## src/rtl/uart_tx_fifo.sv

```systemverilog
// Galaksija serial console transmitter: byte FIFO feeding an 8N1 serialiser.
// Bit timing follows the uart_rx cfg_divider convention (clocks per bit).
module uart_tx_fifo #(
    parameter int fifo_depth_log2 = 4,
    parameter int divider_width   = 16
) (
    input  logic                     clk,
    input  logic                     reset,
    input  logic [divider_width-1:0] cfg_divider,
    input  logic [7:0]               data,
    input  logic                     valid,
    output logic                     ready,
    output logic                     ser_tx,
    output logic                     busy,
    output logic [fifo_depth_log2:0] fifo_level
);

    localparam int AW    = fifo_depth_log2;
    localparam int DEPTH = 1 << AW;

    typedef logic [AW:0]              ptr_t;
    typedef logic [divider_width-1:0] div_t;

    localparam ptr_t PTR_ONE  = ptr_t'(1);
    localparam ptr_t LVL_FULL = ptr_t'(DEPTH);
    localparam div_t DIV_ONE  = div_t'(1);
    localparam div_t DIV_TWO  = div_t'(2);

    typedef enum logic [1:0] {
        S_IDLE,
        S_START,
        S_DATA,
        S_STOP
    } state_t;

    state_t     r_state;
    logic [7:0] r_mem [DEPTH];
    ptr_t       r_wptr;
    ptr_t       r_rptr;
    ptr_t       r_level;
    logic       r_ready;
    logic       r_busy;
    logic       r_tx;
    logic [7:0] r_shift;
    logic [2:0] r_bit;
    div_t       r_cnt;
    div_t       r_period;

    state_t     w_state_nxt;
    logic       w_push;
    logic       w_pop;
    logic       w_empty;
    logic       w_bit_end;
    div_t       w_div_eff;
    ptr_t       w_wptr_nxt;
    ptr_t       w_rptr_nxt;
    ptr_t       w_level_nxt;
    logic       w_tx_nxt;
    logic [7:0] w_shift_nxt;
    logic [2:0] w_bit_nxt;
    div_t       w_cnt_nxt;
    div_t       w_period_nxt;

    assign w_push    = valid & r_ready;
    assign w_empty   = (r_level == '0);
    assign w_bit_end = (r_cnt == '0);
    // Dividers below 2 would give a zero-length or degenerate bit period.
    assign w_div_eff = (cfg_divider < DIV_TWO) ? DIV_TWO : cfg_divider;

    always_comb begin
        w_state_nxt  = r_state;
        w_pop        = 1'b0;
        w_tx_nxt     = r_tx;
        w_shift_nxt  = r_shift;
        w_bit_nxt    = r_bit;
        w_cnt_nxt    = r_cnt;
        w_period_nxt = r_period;

        unique case (r_state)
            S_IDLE: begin
                w_tx_nxt = 1'b1;
                if (!w_empty) begin
                    w_pop = 1'b1;
                end
            end
            S_START: begin
                if (w_bit_end) begin
                    w_state_nxt = S_DATA;
                    w_cnt_nxt   = r_period - DIV_ONE;
                    w_tx_nxt    = r_shift[0];
                end else begin
                    w_cnt_nxt = r_cnt - DIV_ONE;
                end
            end
            S_DATA: begin
                if (w_bit_end) begin
                    w_cnt_nxt = r_period - DIV_ONE;
                    if (r_bit == 3'd7) begin
                        w_state_nxt = S_STOP;
                        w_tx_nxt    = 1'b1;
                    end else begin
                        w_bit_nxt   = r_bit + 3'd1;
                        w_shift_nxt = {1'b0, r_shift[7:1]};
                        w_tx_nxt    = r_shift[1];
                    end
                end else begin
                    w_cnt_nxt = r_cnt - DIV_ONE;
                end
            end
            S_STOP: begin
                if (w_bit_end) begin
                    if (!w_empty) begin
                        w_pop = 1'b1;
                    end else begin
                        w_state_nxt = S_IDLE;
                        w_tx_nxt    = 1'b1;
                    end
                end else begin
                    w_cnt_nxt = r_cnt - DIV_ONE;
                end
            end
            default: begin
                w_state_nxt = S_IDLE;
                w_tx_nxt    = 1'b1;
            end
        endcase

        // Frame start: from IDLE or straight out of STOP with no gap.
        if (w_pop) begin
            w_state_nxt  = S_START;
            w_tx_nxt     = 1'b0;
            w_shift_nxt  = r_mem[r_rptr[AW-1:0]];
            w_period_nxt = w_div_eff;
            w_cnt_nxt    = w_div_eff - DIV_ONE;
            w_bit_nxt    = 3'd0;
        end
    end

    assign w_wptr_nxt  = w_push ? (r_wptr + PTR_ONE) : r_wptr;
    assign w_rptr_nxt  = w_pop ? (r_rptr + PTR_ONE) : r_rptr;
    assign w_level_nxt = w_wptr_nxt - w_rptr_nxt;

    always_ff @(posedge clk) begin
        if (w_push) begin
            r_mem[r_wptr[AW-1:0]] <= data;
        end
    end

    always_ff @(posedge clk) begin
        if (reset) begin
            r_state  <= S_IDLE;
            r_wptr   <= '0;
            r_rptr   <= '0;
            r_level  <= '0;
            r_ready  <= 1'b1;
            r_busy   <= 1'b0;
            r_tx     <= 1'b1;
            r_shift  <= '0;
            r_bit    <= '0;
            r_cnt    <= '0;
            r_period <= DIV_TWO;
        end else begin
            r_state  <= w_state_nxt;
            r_wptr   <= w_wptr_nxt;
            r_rptr   <= w_rptr_nxt;
            r_level  <= w_level_nxt;
            r_ready  <= (w_level_nxt != LVL_FULL);
            r_busy   <= (w_state_nxt != S_IDLE) | (w_level_nxt != '0);
            r_tx     <= w_tx_nxt;
            r_shift  <= w_shift_nxt;
            r_bit    <= w_bit_nxt;
            r_cnt    <= w_cnt_nxt;
            r_period <= w_period_nxt;
        end
    end

    assign ready      = r_ready;
    assign ser_tx     = r_tx;
    assign busy       = r_busy;
    assign fifo_level = r_level;

endmodule

```

## config.mk

```make
export PLATFORM = sky130hd
export DESIGN_NAME = uart_tx_fifo
export DESIGN_NICKNAME = d
export VERILOG_FILES = /design/src/rtl/uart_tx_fifo.sv
export SDC_FILE = /design/constraint.sdc
export NUM_CORES = 1
export LEC_CHECK = 0
export BUFFER_PORTS_ARGS = -buffer_cell sky130_fd_sc_hd__buf_2
export CAP_MARGIN = 20
export CORE_MARGIN = 2
export CORE_UTILIZATION = 35
export DETAILED_ROUTE_END_ITERATION = 10
export SLEW_MARGIN = 15
export SYNTH_ARGS = -nofsm -noshare
export SYNTH_HDL_FRONTEND = slang
export SYNTH_SLANG_ARGS = --single-unit
```

## constraint.sdc

```tcl
create_clock -name clk -period 5.2 [get_ports clk]
set_input_delay 1.04 -clock clk [delete_from_list [all_inputs] [get_ports clk]]
set_output_delay 1.04 -clock clk [all_outputs]
set_load 0.01 [all_outputs]
```

# --- Word level (Yosys, flattened, before mapping) ---
# Memory sizes are Yosys's and may differ from the RTL's. A register that Yosys moved wholly into a read port is not among the register bits.
# Index checks and enable logic that the tools add are counted.
classes:
  n_eq_ne: 11
  n_mux: 31
  n_bitwise: 3
  n_lt_le_gt_ge: 1
  add_sub_neg: 7
  reduce_logical: 14
ops:
  columns: ["operator", "count"]
  rows:
  - ["16-bit two-way mux", 4]
  - ["16-bit by 1-bit subtractor with 16-bit output (second input constant)", 3]
  - ["8-bit two-way mux", 4]
  - ["16-bit case mux with 2 select lines", 1]
  - ["16-bit zero test", 1]
  - ["16-bit by 2-bit less-than comparator with 1-bit output (second input constant)", 1]
  - ["3-bit != test (second input constant)", 5]
  - ["2-bit two-way mux", 6]
  - ["5-bit by 1-bit adder with 5-bit output (second input constant)", 2]
  - ["1-bit two-way mux", 10]
  - ["5-bit two-way mux", 2]
  - ["2-bit case mux with 3 select lines", 1]
  - ["3-bit AND reduction", 2]
  - ["2-bit nonzero test", 3]
  - ["5-bit zero test", 1]
  - ["5-bit != test (second input constant)", 1]
  - ["5-bit nonzero test", 1]
  - ["5-bit subtractor", 1]
  - ["2-bit == test (second input constant)", 2]
  - ["4-bit two-way mux", 1]
  - ["1-bit case mux with 4 select lines", 1]
  - ["4-bit AND reduction", 1]
  - ["2-bit OR reduction", 2]
  - ["3-bit by 1-bit adder with 3-bit output (second input constant)", 1]
  - ["other kinds (10)", 10]
word_totals:
  elab_cells: 79
  ram_bits: 128
  input_bits: 27
  n_memories: 1
  ff_bits: 63
  output_inout_bits: 8
memory_table:
  columns: ["name", "words", "word_bits", "read_ports", "rd_ports_with_merged_regs", "write_ports", "line", "text"]
  rows:
  - ["r_mem", 16, 8, 1, 1, 1, "37", "logic [7:0] r_mem [DEPTH];"]

# --- Depth between registers and ports, before layout ---
# Gate-level depths: netlist of run 1.
depth:
  ltp_word: 8
  mapped_depth: 14
  mapped_depth_nobuf: 13

# --- Worst setup path after synthesis of run 1 ---
# Ideal clock, no wire load.
synth_path:
  path_type: "register -> register"
  start: "register r_cnt[0]"
  end: "register r_ready, in the netlist ready"
  path_buffers: 0
  stages_incl_launch_ff: 12
  arrival_ps: 3674
  t_required_ps: 5076
  slack_ps: 1401
  setup_time_ps: 124
  period_less_slack_ps: 3799
  path_cell_list: "dfxtp_1 -> inv_1 -> ha_1 -> or4b_4 -> o41a_4 -> nor3_2 -> mux2i_1 -> ha_1 -> a21oi_1 -> xnor2_1 -> or4b_1 -> a2111o_1"
synth_between:
  elab_chain_cells: 6
synth_rtl:
  columns: ["element", "line", "text"]
  rows:
  - ["start: declaration", "46", "div_t r_cnt;"]
  - ["start signal: assignment", "172", "r_cnt <= w_cnt_nxt;"]
  - ["16-bit zero test", "66", "assign w_bit_end = (r_cnt == '0);"]
  - ["1-bit two-way mux", "111", "if (w_bit_end) begin"]
  - ["1-bit case mux with 2 select lines", "79", "unique case (r_state)"]
  - ["5-bit two-way mux", "140", "assign w_rptr_nxt = w_pop ? (r_rptr + PTR_ONE) : r_rptr;"]
  - ["5-bit subtractor", "141", "assign w_level_nxt = w_wptr_nxt - w_rptr_nxt;"]
  - ["5-bit != test", "167", "r_ready <= (w_level_nxt != LVL_FULL);"]
  - ["end signal: assignment", "167", null]
  - ["end: declaration", "41", "logic r_ready;"]
# Every way passes these cells.
# A chain may end at the register's enable or synchronous reset.

# --- Final worst setup path of run 1 ---
layout_path:
  start: "register r_state[1]"
  end: "register r_ready, in the netlist ready"
layout_between:
  elab_chain_cells: 5
  elab_cells_between_ends: 6
  classes_between: "add/sub (1); eq/ne (2); mux (2); reduce/logical (1)"
layout_rtl:
  columns: ["element", "line", "text"]
  rows:
  - ["start: declaration", "36", "state_t r_state;"]
  - ["start signal: assignment", "163", "r_state <= w_state_nxt;"]
  - ["2-bit == test or 2-bit zero test (tied branches)", "79", null]
  - ["1-bit case mux with 2 select lines *", "79", null]
  - ["5-bit two-way mux *", "140", null]
  - ["5-bit subtractor *", "141", null]
  - ["5-bit != test *", "167", null]
# Every way passes the cells marked *; elsewhere a longest branch is shown, timed or not.

==> impl_metrics.ini, run 1 <==
[power]
clockPowerShare_pct = 25.8
vdd_ir_drop_max_mv = 0.261
p_sw_share_pct = 37.5
power_density_nw_per_um2 = 521
power.net_switching_uw = 1960
p_leak_uw = 0.00339
combPwrFrac_pct = 36.1
p_int_uw = 3270
seq_power_share_pct = 38.2

[routing]
first_iter_violations = 523
wl_met1_um = 8770
met2WireLength_um = 8950
num_vias = 5637
firstDrtPassIters = 4
routed-wl-met3_um = 869
ant_nets = 0
wl_um = 18800
wl_per_cell_um = 17.8
top_layer = met4
drc = 0
via_per_inst = 5.32

[critical_path]
critPathLaunchType = flip-flop
cp_num_buf_inv = 0
critPathMaxFanout = 11
cp_common_cell = ha_1
critPathKind = flip-flop to flip-flop
cp_top_family = simple AND/OR/NAND/NOR gates
crit_required_ps = 5520
slowest_delay_ps = 630
endpoint_kind = flip-flop
slowest_stage = or4b_2
crit_chain = ha_1 -> or4b_2 -> o41a_4 -> nor3_4 -> mux2i_1 -> ha_1 -> a21oi_1 -> xnor2_1 -> or4b_1 -> a2111o_1
cp.arrival_ps = 4510

[yosys]
synth_area_um2 = 8840
ys.flop_type = edfxtp_1
yosysTopAreaCellShare_pct = 43.5
synth_edf_count = 128
yosys_warnings = 0
synth_cell_types = 67
synth_area_leaders = edfxtp_1, dfxtp_1, mux4_2
synth_seq_cells = 191
netlist_top_cells_count = edfxtp_1, dfxtp_1, nand2_1, nor2_1, mux4_2
syn_inst = 686
synth_nets = 733
async_flop_share_pct = 0
yosysSeqAreaShare_pct = 57.8
synth.avg_cell_area_um2 = 12.9
synth_area_leader_cell = edfxtp_1
yosysMostFrequentCell = edfxtp_1

[floorplan]
die_width_um = 163
io-pin-count = 35
rows = 58
dieArea_um2 = 26500
initial_core_util_pct = 35.4
core_area_um2 = 25000
die_h_um = 163

[final_layout]
nets = 763
instances_no_fill = 1059
diodes = 0
syn_to_final_growth_pct = 13.4
final_layout_size_suffix_gt1_share_pct = 18.7
fillers = 2341

[place]
numPortBuffers = 34
gp_congestion = 0.782
placed_cells = 1027
place_ws_ps = 1040
hpwl_um = 12900

[global_routing]
grt.total_usage_pct = 14.8
grt_pass1_wl_um = 30100
antenna_found_initial = 0
grt_max_degree = 54
grt_pass1_vias = 5379
grt.overflow.total = 0

[cts]
post_cts_buffers = 0
clk_pin_slew_worst_paths_ps = 80
clock-sinks = 191
clock_latency_ps = 440
clock_path_buffers = 2
h-tree-depth = 4
cts_resized = 0
cts_buffers = 17
hold_buffers = 0
cts_tree = done
root_buffer = clkbuf_16

[sta]
setup_viol = 0
slew_viol_final = 0
worstMarginPinSlew_ps = 841
hold_viol = 0
fmax_mhz = 239
rsz0062_at_grt = no
hold_ws_ps = 486
tns_ps = 0
min_period_ps = 4180
layout_setup_ws_ps = 1020
slew_headroom_pct = 43.7
min_period_over_period_pct = 80.4
skew_ps = 16.9

[flow_run]
drv_cap = 0

[min_path]
hold_path.class = flip-flop to flip-flop

[run_status]
status = completed
[metal layers]
layer,GRT usage (%),vias up
li1,-,2711
met1,20.6,2777
met2,23.3,134
met3,3.31,15
met4,4.14,0
met5,0,-
[placed cells by master (no fill, tap or decap), drive strengths merged, types with 20 or more instances in the layout]
cell / netlist / routed
edfxtp: 128 / 128
dfxtp: 63 / 63
nor2: 60 / 60
nand2: 60 / 60
buf: 6 / 49
mux4: 40 / 40
a21oi: 34 / 34
xor2: 26 / 26
nor3: 21 / 21
inv: 12 / 20
[worst paths after layout]
kind                        startpoint                        end  slack [ps]  cells after the start
min          r_period[14]$_SDFFE_PP0P_  r_period[14]$_SDFFE_PP0P_         490                      2
min reg2reg  r_period[14]$_SDFFE_PP0P_  r_period[14]$_SDFFE_PP0P_         490                      2
max reg2reg      r_state[1]$_SDFF_PP0_           ready$_SDFF_PP1_        1020                     10
max              r_state[1]$_SDFF_PP0_           ready$_SDFF_PP1_        1020                     10
[final cells by class]
type / count / area [um2] / area share, %
Sequential cell: 191 / 5110 / 50.9
Multi-Input combinational cell: 445 / 3550 / 35.4
Clock buffer: 17 / 425 / 4.24
Tap cell: 330 / 413 / 4.12
Timing Repair Buffer: 49 / 283 / 2.82
Clock inverter: 15 / 199 / 1.99
Inverter: 12 / 45.0 / 0.449
[worst register-to-register path, stage by stage (launching register included)]
cell      delay [ps]
dfxtp_1          400
ha_1             370
or4b_2           630
o41a_4           430
nor3_4           250
mux2i_1          420
ha_1             310
a21oi_1          260
xnor2_1          120
or4b_1           480
a2111o_1         410
[stage by stage]
stage                     total power (uW)  util, %  cell area, um2
after floorplan                       3400        -            8840
after global placement                3900     37.6            9400
after detailed placement              3910     37.6            9400
after CTS                             5270     40.1           10000
after global routing                  5570     40.1           10000
final                                 5220     40.1           10000
[power groups by stage]
| stage | sequential, uW | combinational, uW | clock (uW) |
|---|---|---|---|
| 3_3_place_gp | 2020 | 1890 | 0 |
| 3_5_place_dp | 2030 | 1890 | 0 |
| 5_1_grt | 2020 | 2110 | 1440 |
| 2_1_floorplan | 1990 | 1410 | 0 |
| 4_1_cts | 1990 | 1900 | 1380 |
| 6_report | 1990 | 1880 | 1350 |
[cells by family (layout without fill, tap and decap cells)]
kind of cell | Yosys count | in the layout | synth area share, %
and+or+nand+nor | 213 | 213 | 12.1
DFF | 191 | 191 | 57.8
AOI/OAI and AO/OA | 123 | 123 | 9.68
muxes | 51 | 51 | 11.4
buffers and inverters | 50 | 93 | 2.14
xor gates and xnor gates | 38 | 38 | 3.92
adders and majority gates | 20 | 20 | 2.92
[sequential cells by signal (all words and copies together), names as in the netlist]
signal,flops
busy,1
fifo_level,5
r_bit,3
r_cnt,16
r_mem,128
r_period,16
r_rptr,5
r_shift,8
r_state,2
r_wptr,5
ready,1
ser_tx,1
(Power assumes the default switching activity.)
==> run 2: changes to the inputs <==
--- a/config.mk
+++ b/config.mk
@@ -5,6 +5,7 @@
 export SDC_FILE = /design/constraint.sdc
 export NUM_CORES = 1
 export LEC_CHECK = 0
+export ABC_AREA = 1
 export BUFFER_PORTS_ARGS = -buffer_cell sky130_fd_sc_hd__buf_2
 export CAP_MARGIN = 20
 export CORE_MARGIN = 2
==> constraint.sdc (replaced) <==
create_clock -name clk -period 3.5 [get_ports clk]
set_input_delay 0.7 -clock clk [delete_from_list [all_inputs] [get_ports clk]]
set_output_delay 0.7 -clock clk [all_outputs]
set_load 0.01 [all_outputs]
==> run 2 against run 1 <==
- total power grew 66%
- highest routed layer unchanged
- worst hold slack lost 14 ps
- critical path type unchanged
- sequential power increased by 51%
- register-to-register slack got worse by 350 ps
- sequential share of layout area is 0.83 points lower
- routed wire length increased by 22%
==> impl_metrics.ini, run 2 <==
[sta]
setup_viol = 0
slew_headroom_pct = 42.3
min_period_over_period_pct = 80.9
tns_ps = 0
hold_viol = 0
layout_setup_ws_ps = 667
slew_viol_final = 0
worstMarginPinSlew_ps = 862
skew_ps = 13.6
hold_ws_ps = 472
rsz0062_at_grt = no
fmax_mhz = 353
min_period_ps = 2830

[place]
place_ws_ps = 671
placed_area_um2 = 9580
hpwl_um = 15000
gp_congestion = 0.827
numPortBuffers = 34

[yosys]
synth.avg_cell_area_um2 = 9.24
yosysTopAreaCellShare_pct = 42.2
yosysMostFrequentCell = nand2_1
syn_inst = 986
ys.flop_type = edfxtp_1
async_flop_share_pct = 0
synth_edf_count = 128
synth_nets = 1033
yosysSeqAreaShare_pct = 56.1
netlist_top_cells_count = nand2_1, nor2_1, edfxtp_1
synth_seq_cells = 191
yosys_warnings = 0
synth_cell_types = 46
synth_area_leader_cell = edfxtp_1
synth_area_um2 = 9110
synth_area_leaders = edfxtp_1, dfxtp_1, nand2_1

[routing]
num_vias = 7017
wl_per_cell_um = 16.8
drc = 0
firstDrtPassIters = 5
first_iter_violations = 624
wl_um = 22900
ant_nets = 0
via_per_inst = 5.17

[cts]
cts_resized = 0
hold_buffers = 0
clock-sinks = 191
clk_pin_slew_worst_paths_ps = 80
clock_latency_ps = 440
cts_tree = done
root_buffer = clkbuf_16
clock_path_buffers = 2
post_cts_buffers = 0
h-tree-depth = 4
cts_buffers = 17

[critical_path]
cp_top_family = simple AND/OR/NAND/NOR gates
slowest_stage = fa_1
slowest_delay_ps = 410
endpoint_kind = flip-flop
critPathKind = flip-flop to flip-flop
reg2reg_depth = 20
cp_num_buf_inv = 4
worstReg2RegEnd = busy$_SDFF_PP0_
critPathLaunchType = flip-flop
r2r_slack_ps = 670
crit_required_ps = 3830
regToRegStartpoint = r_cnt[0]$_SDFFE_PP0P_
cp.arrival_ps = 3160
critPathMaxFanout = 6
crit_chain = inv_1 -> ha_1 -> nand2_1 -> nor2_2 -> nand3_2 -> nand2_2 -> nand3_4 -> nand2_1 -> inv_1 -> or2_2 -> inv_1 -> ha_1 -> inv_1 -> fa_1 -> nand3_1 -> nand2_1 -> nor2_1 -> nand3_1 -> nand2_1 -> nand3_1

[global_routing]
grt_pass1_wl_um = 36300
grt.total_usage_pct = 17.5
grt_pass1_vias = 6766
grtUsageMet1_pct = 22.5
antenna_found_initial = 0
met2_usage_pct = 29.8
use_met3_pct = 3.05
grt.overflow.total = 0
grt_max_degree = 65
grt_busiest_layer = met2

[floorplan]
dieArea_um2 = 27300
initial_core_util_pct = 35.2
die_width_um = 165
die_h_um = 165
rows = 59
core_area_um2 = 25800
io-pin-count = 35

[power]
p_leak_uw = 0.00389
power_density_nw_per_um2 = 853
vdd_ir_drop_max_mv = 0.495

[final_layout]
syn_to_final_growth_pct = 11.9
design_area_um2 = 10200
layout_common_cells = nand2_1, nor2_1, edfxtp_1, o21ai_0, inv_1
largest_reg_flops = 128
final_layout_size_suffix_gt1_share_pct = 9.88
final_common_cell = nand2_1
diodes = 0
nets = 1056

[min_path]
hold_depth = 2
hold_path_end = r_bit[2]$_SDFFE_PP0P_
hold_path.class = flip-flop to flip-flop
hp-start = r_bit[2]$_SDFFE_PP0P_

[run_status]
status = completed

[flow_run]
drv_cap = 0
run 2: cell type report:
type                       instances  area [um2]
inverter                          91         344
timing repair buffer              44         245
multi-input combinational        664        3470
tap                              335         419
fill                            2575       15700
sequential                       191        5110
clock inverter                    15         180
clock buffer                      17         425
run 2: tightest hold or removal path, delay by kind of cell, from the launching register on:
family          cells  cell delay, ps
compound gates      1              50
simple gates        1              60
flops               1             320
run 2: worst max-delay path by stage:
| stage | startpoint | end | slack, ps | cells after the start |
|---|---|---|---|---|
| final | r_cnt[0]$_SDFFE_PP0P_ | busy$_SDFF_PP0_ | 670 | 20 |
| after global routing | r_cnt[0]$_SDFFE_PP0P_ | busy$_SDFF_PP0_ | 370 | 20 |
| after CTS | r_cnt[0]$_SDFFE_PP0P_ | busy$_SDFF_PP0_ | 650 | 20 |
| after detailed placement | cfg_divider[8] | r_cnt[14]$_SDFFE_PP0P_ | 670 | 17 |
| after global placement | cfg_divider[8] | r_cnt[14]$_SDFFE_PP0P_ | 750 | 17 |
| after floorplan | r_cnt[0]$_SDFFE_PP0P_ | busy$_SDFF_PP0_ | 780 | 21 |
run 2: metal layers:
layer	vias to the layer above	wire length (um)
met1	3364	10500
met4	0	496
li1	3454	-
met5	-	0
met3	33	924
met2	166	11000
run 2: where the power goes:
| group | total (uW) | internal, uW | switching [uW] |
|---|---|---|---|
| Sequential | 3000 | 2730 | 273 |
| Clock | 1960 | 971 | 993 |
| Combinational | 3730 | 1220 | 2500 |
| Total | 8690 | 4930 | 3770 |
run 2: kinds of logic after synthesis:
logic type	share of synthesized area, %
buffers and inverters	5.87
AND/OR/NAND/NOR	19.2
XOR/XNOR	2.79
adder cells (fa/ha/maj)	2.83
flip-flops	56.1
AO/OA/AOI/OAI	13.2
run 2: through the flow:
stage                     total power (uW)  std cells  utilization [%]
after detailed placement              6750       1325             37.1
after global routing                  9370       1357             39.4
after CTS                             8720       1357             39.4
final                                 8690       1357             39.4
after global placement                6720       1325             37.1
after floorplan                       5840        986                -
==> run 3: changes to the inputs <==
==> constraint.sdc (replaced) <==
create_clock -name clk -period 2.85 [get_ports clk]
set_input_delay 0.57 -clock clk [delete_from_list [all_inputs] [get_ports clk]]
set_output_delay 0.57 -clock clk [all_outputs]
set_load 0.01 [all_outputs]
==> run 3 against run 2 <==
- critical path depth down 1
- global-route usage down 0.097 points
- via count up 2.2%
- final area up 2.7%
- fmax up 9.2%
- register-to-register slack worse by 410 ps
- cell count up 2.4%
- largest power group unchanged
- largest cell class unchanged
- clock power up 22%
- worst hold slack worse by 36 ps
- die area unchanged
- sequential cell count unchanged
- sequential power up 21%
==> impl_metrics.ini, run 3 (synthesis results as in run 2) <==
[critical_path]
endpoint_kind = flip-flop
cp.arrival_ps = 2910
crit_required_ps = 3170
regToRegStartpoint = r_cnt[6]$_SDFFE_PP0P_
cp_top_family = simple AND/OR/NAND/NOR gates
cp_common_cell = nand2_1
setup.worst_path.end = busy$_SDFF_PP0_
cp_num_buf_inv = 3
slowest_stage = dfxtp_1
crit_start = r_cnt[6]$_SDFFE_PP0P_
slowest_delay_ps = 360
crit_chain = nor2_1 -> nand2_1 -> nor2_4 -> nand3_2 -> nand2_4 -> nand3_4 -> nand2_1 -> inv_1 -> or2_2 -> inv_1 -> ha_1 -> inv_1 -> fa_2 -> nand3_1 -> nand2_1 -> nor2_1 -> nand3_1 -> nand2_1 -> nand3_1
critPathKind = flip-flop to flip-flop
reg2reg_depth = 19
cp.depth = 19
worstReg2RegEnd = busy$_SDFF_PP0_
r2r_slack_ps = 260
critPathLaunchType = flip-flop
critPathMaxFanout = 6

[routing]
num_vias = 7172
drc = 0
first_iter_violations = 689
wl_um = 23100
via_per_inst = 5.16
ant_nets = 0
firstDrtPassIters = 5
wl_per_cell_um = 16.6

[final_layout]
largest_reg_flops = 128
nets = 1088
register_area_um2 = 5110
layout_common_cells = nand2_1, nor2_1, edfxtp_1, o21ai_0, inv_1
fillers = 2551
final_layout_size_suffix_gt1_share_pct = 12.7
diodes = 0
final_common_cell = nand2_1
syn_to_final_growth_pct = 14.9
multi_input_area_um2 = 3490
fin_util_pct = 40.5

[global_routing]
grt.total_usage_pct = 17.4
antenna_found_initial = 0
grt_max_degree = 65
grt.overflow.total = 0
grt_pass1_vias = 6678
grt_pass1_wl_um = 36200

[cts]
root_buffer = clkbuf_16
h-tree-depth = 4
hold_buffers = 0
clock-sinks = 191
clk_pin_slew_worst_paths_ps = 80
clock_path_buffers = 2
clock_latency_ps = 440
cts_tree = done
cts_buffers = 17

[power]
p_int_uw = 6230
power_density_nw_per_um2 = 1040
seq_power_share_pct = 33.2
clockPowerShare_pct = 22.0
power.net_switching_uw = 4660
p_leak_uw = 0.00406
p_sw_share_pct = 42.8
fin_total_pwr_uw = 10900
combPwrFrac_pct = 44.8
vdd_ir_drop_max_mv = 0.661

[sta]
min_period_ps = 2590
skew_ps = 17.5
hold_ws_ps = 436
setup_viol = 0
slew_headroom_pct = 50.5
layout_setup_ws_ps = 256
hold_viol = 0
slew_viol_final = 0
worstMarginPinSlew_ps = 740
min_period_over_period_pct = 91.0
tns_ps = 0
fmax_mhz = 386

[floorplan]
core_area_um2 = 25800
die_h_um = 165
initial_core_util_pct = 35.2
die_width_um = 165
dieArea_um2 = 27300
io-pin-count = 35
rows = 59

[place]
gp_congestion = 0.942
place_ws_ps = 169
hpwl_um = 15300
numPortBuffers = 34

[flow_run]
drv_cap = 0

[min_path]
hold_depth = 3
hold_path.class = input port to flip-flop

[run_status]
status = completed
## run 3: changes by cell type in the layout (fill, tap and decap cells not counted), sizes merged
cell / change
buf: +32
## run 3: worst reg2reg max path: stages, from the launching register on
cell and delay, ps:
dfxtp_1 360, nor2_1 120, nand2_1 120, nor2_4 160
nand3_2 90, nand2_4 90, nand3_4 90, nand2_1 70
inv_1 30, or2_2 270, inv_1 60, ha_1 130
inv_1 60, fa_2 350, nand3_1 110, nand2_1 60
nor2_1 120, nand3_1 80, nand2_1 60, nand3_1 60
## run 3: power by group through the flow
stage          registers [uW]  logic, uW  clock network (uW)
2_1_floorplan            3630       3540                   0
3_3_place_gp             3670       4750                   0
3_5_place_dp             3670       4750                   0
4_1_cts                  3610       4780                2440
5_1_grt                  3670       5520                2550
6_report                 3620       4880                2400
## run 3: layout make-up
class,instances,share of cell area (%)
Sequential cell,191,48.8
Multi-Input combinational cell,664,33.3
Timing Repair Buffer,76,4.76
Clock buffer,17,4.07
Tap cell,335,4.01
Inverter,91,3.29
Clock inverter,15,1.76
## run 3: worst min-delay path by stage
stage                                   start                         to
CTS                            cfg_divider[7]   r_period[7]$_SDFFE_PP0P_
global placement        r_bit[1]$_SDFFE_PP0P_      r_bit[1]$_SDFFE_PP0P_
global route                   cfg_divider[6]   r_period[6]$_SDFFE_PP0P_
floorplan           r_period[15]$_SDFFE_PP0P_  r_period[15]$_SDFFE_PP0P_
detailed placement    r_shift[7]$_SDFFE_PP0P_    r_shift[7]$_SDFFE_PP0P_
finish                         cfg_divider[7]   r_period[7]$_SDFFE_PP0P_
## run 3: repair_timing
item                                    4_1_cts  5_1_grt
buffers inserted                              0        3
endpoints found under the setup margin        0        3
resized for setup                             0        5
## run 3: routing by layer
metal / global-route usage (%) / vias up / share of wire [%]
li1: - / 3522 / -
met1: 22.8 / 3417 / 46
met2: 29.1 / 198 / 47
met3: 2.80 / 35 / 4.8
met4: 5.96 / 0 / 2.5
met5: 0 / - / 0
## run 3: metrics by stage
step                      std cells  instance area (um2)
after floorplan                 986                 9110
after global placement         1354                 9810
after detailed placement       1354                 9810
after CTS                      1386                10400
after global routing           1389                10500
final                          1389                10500
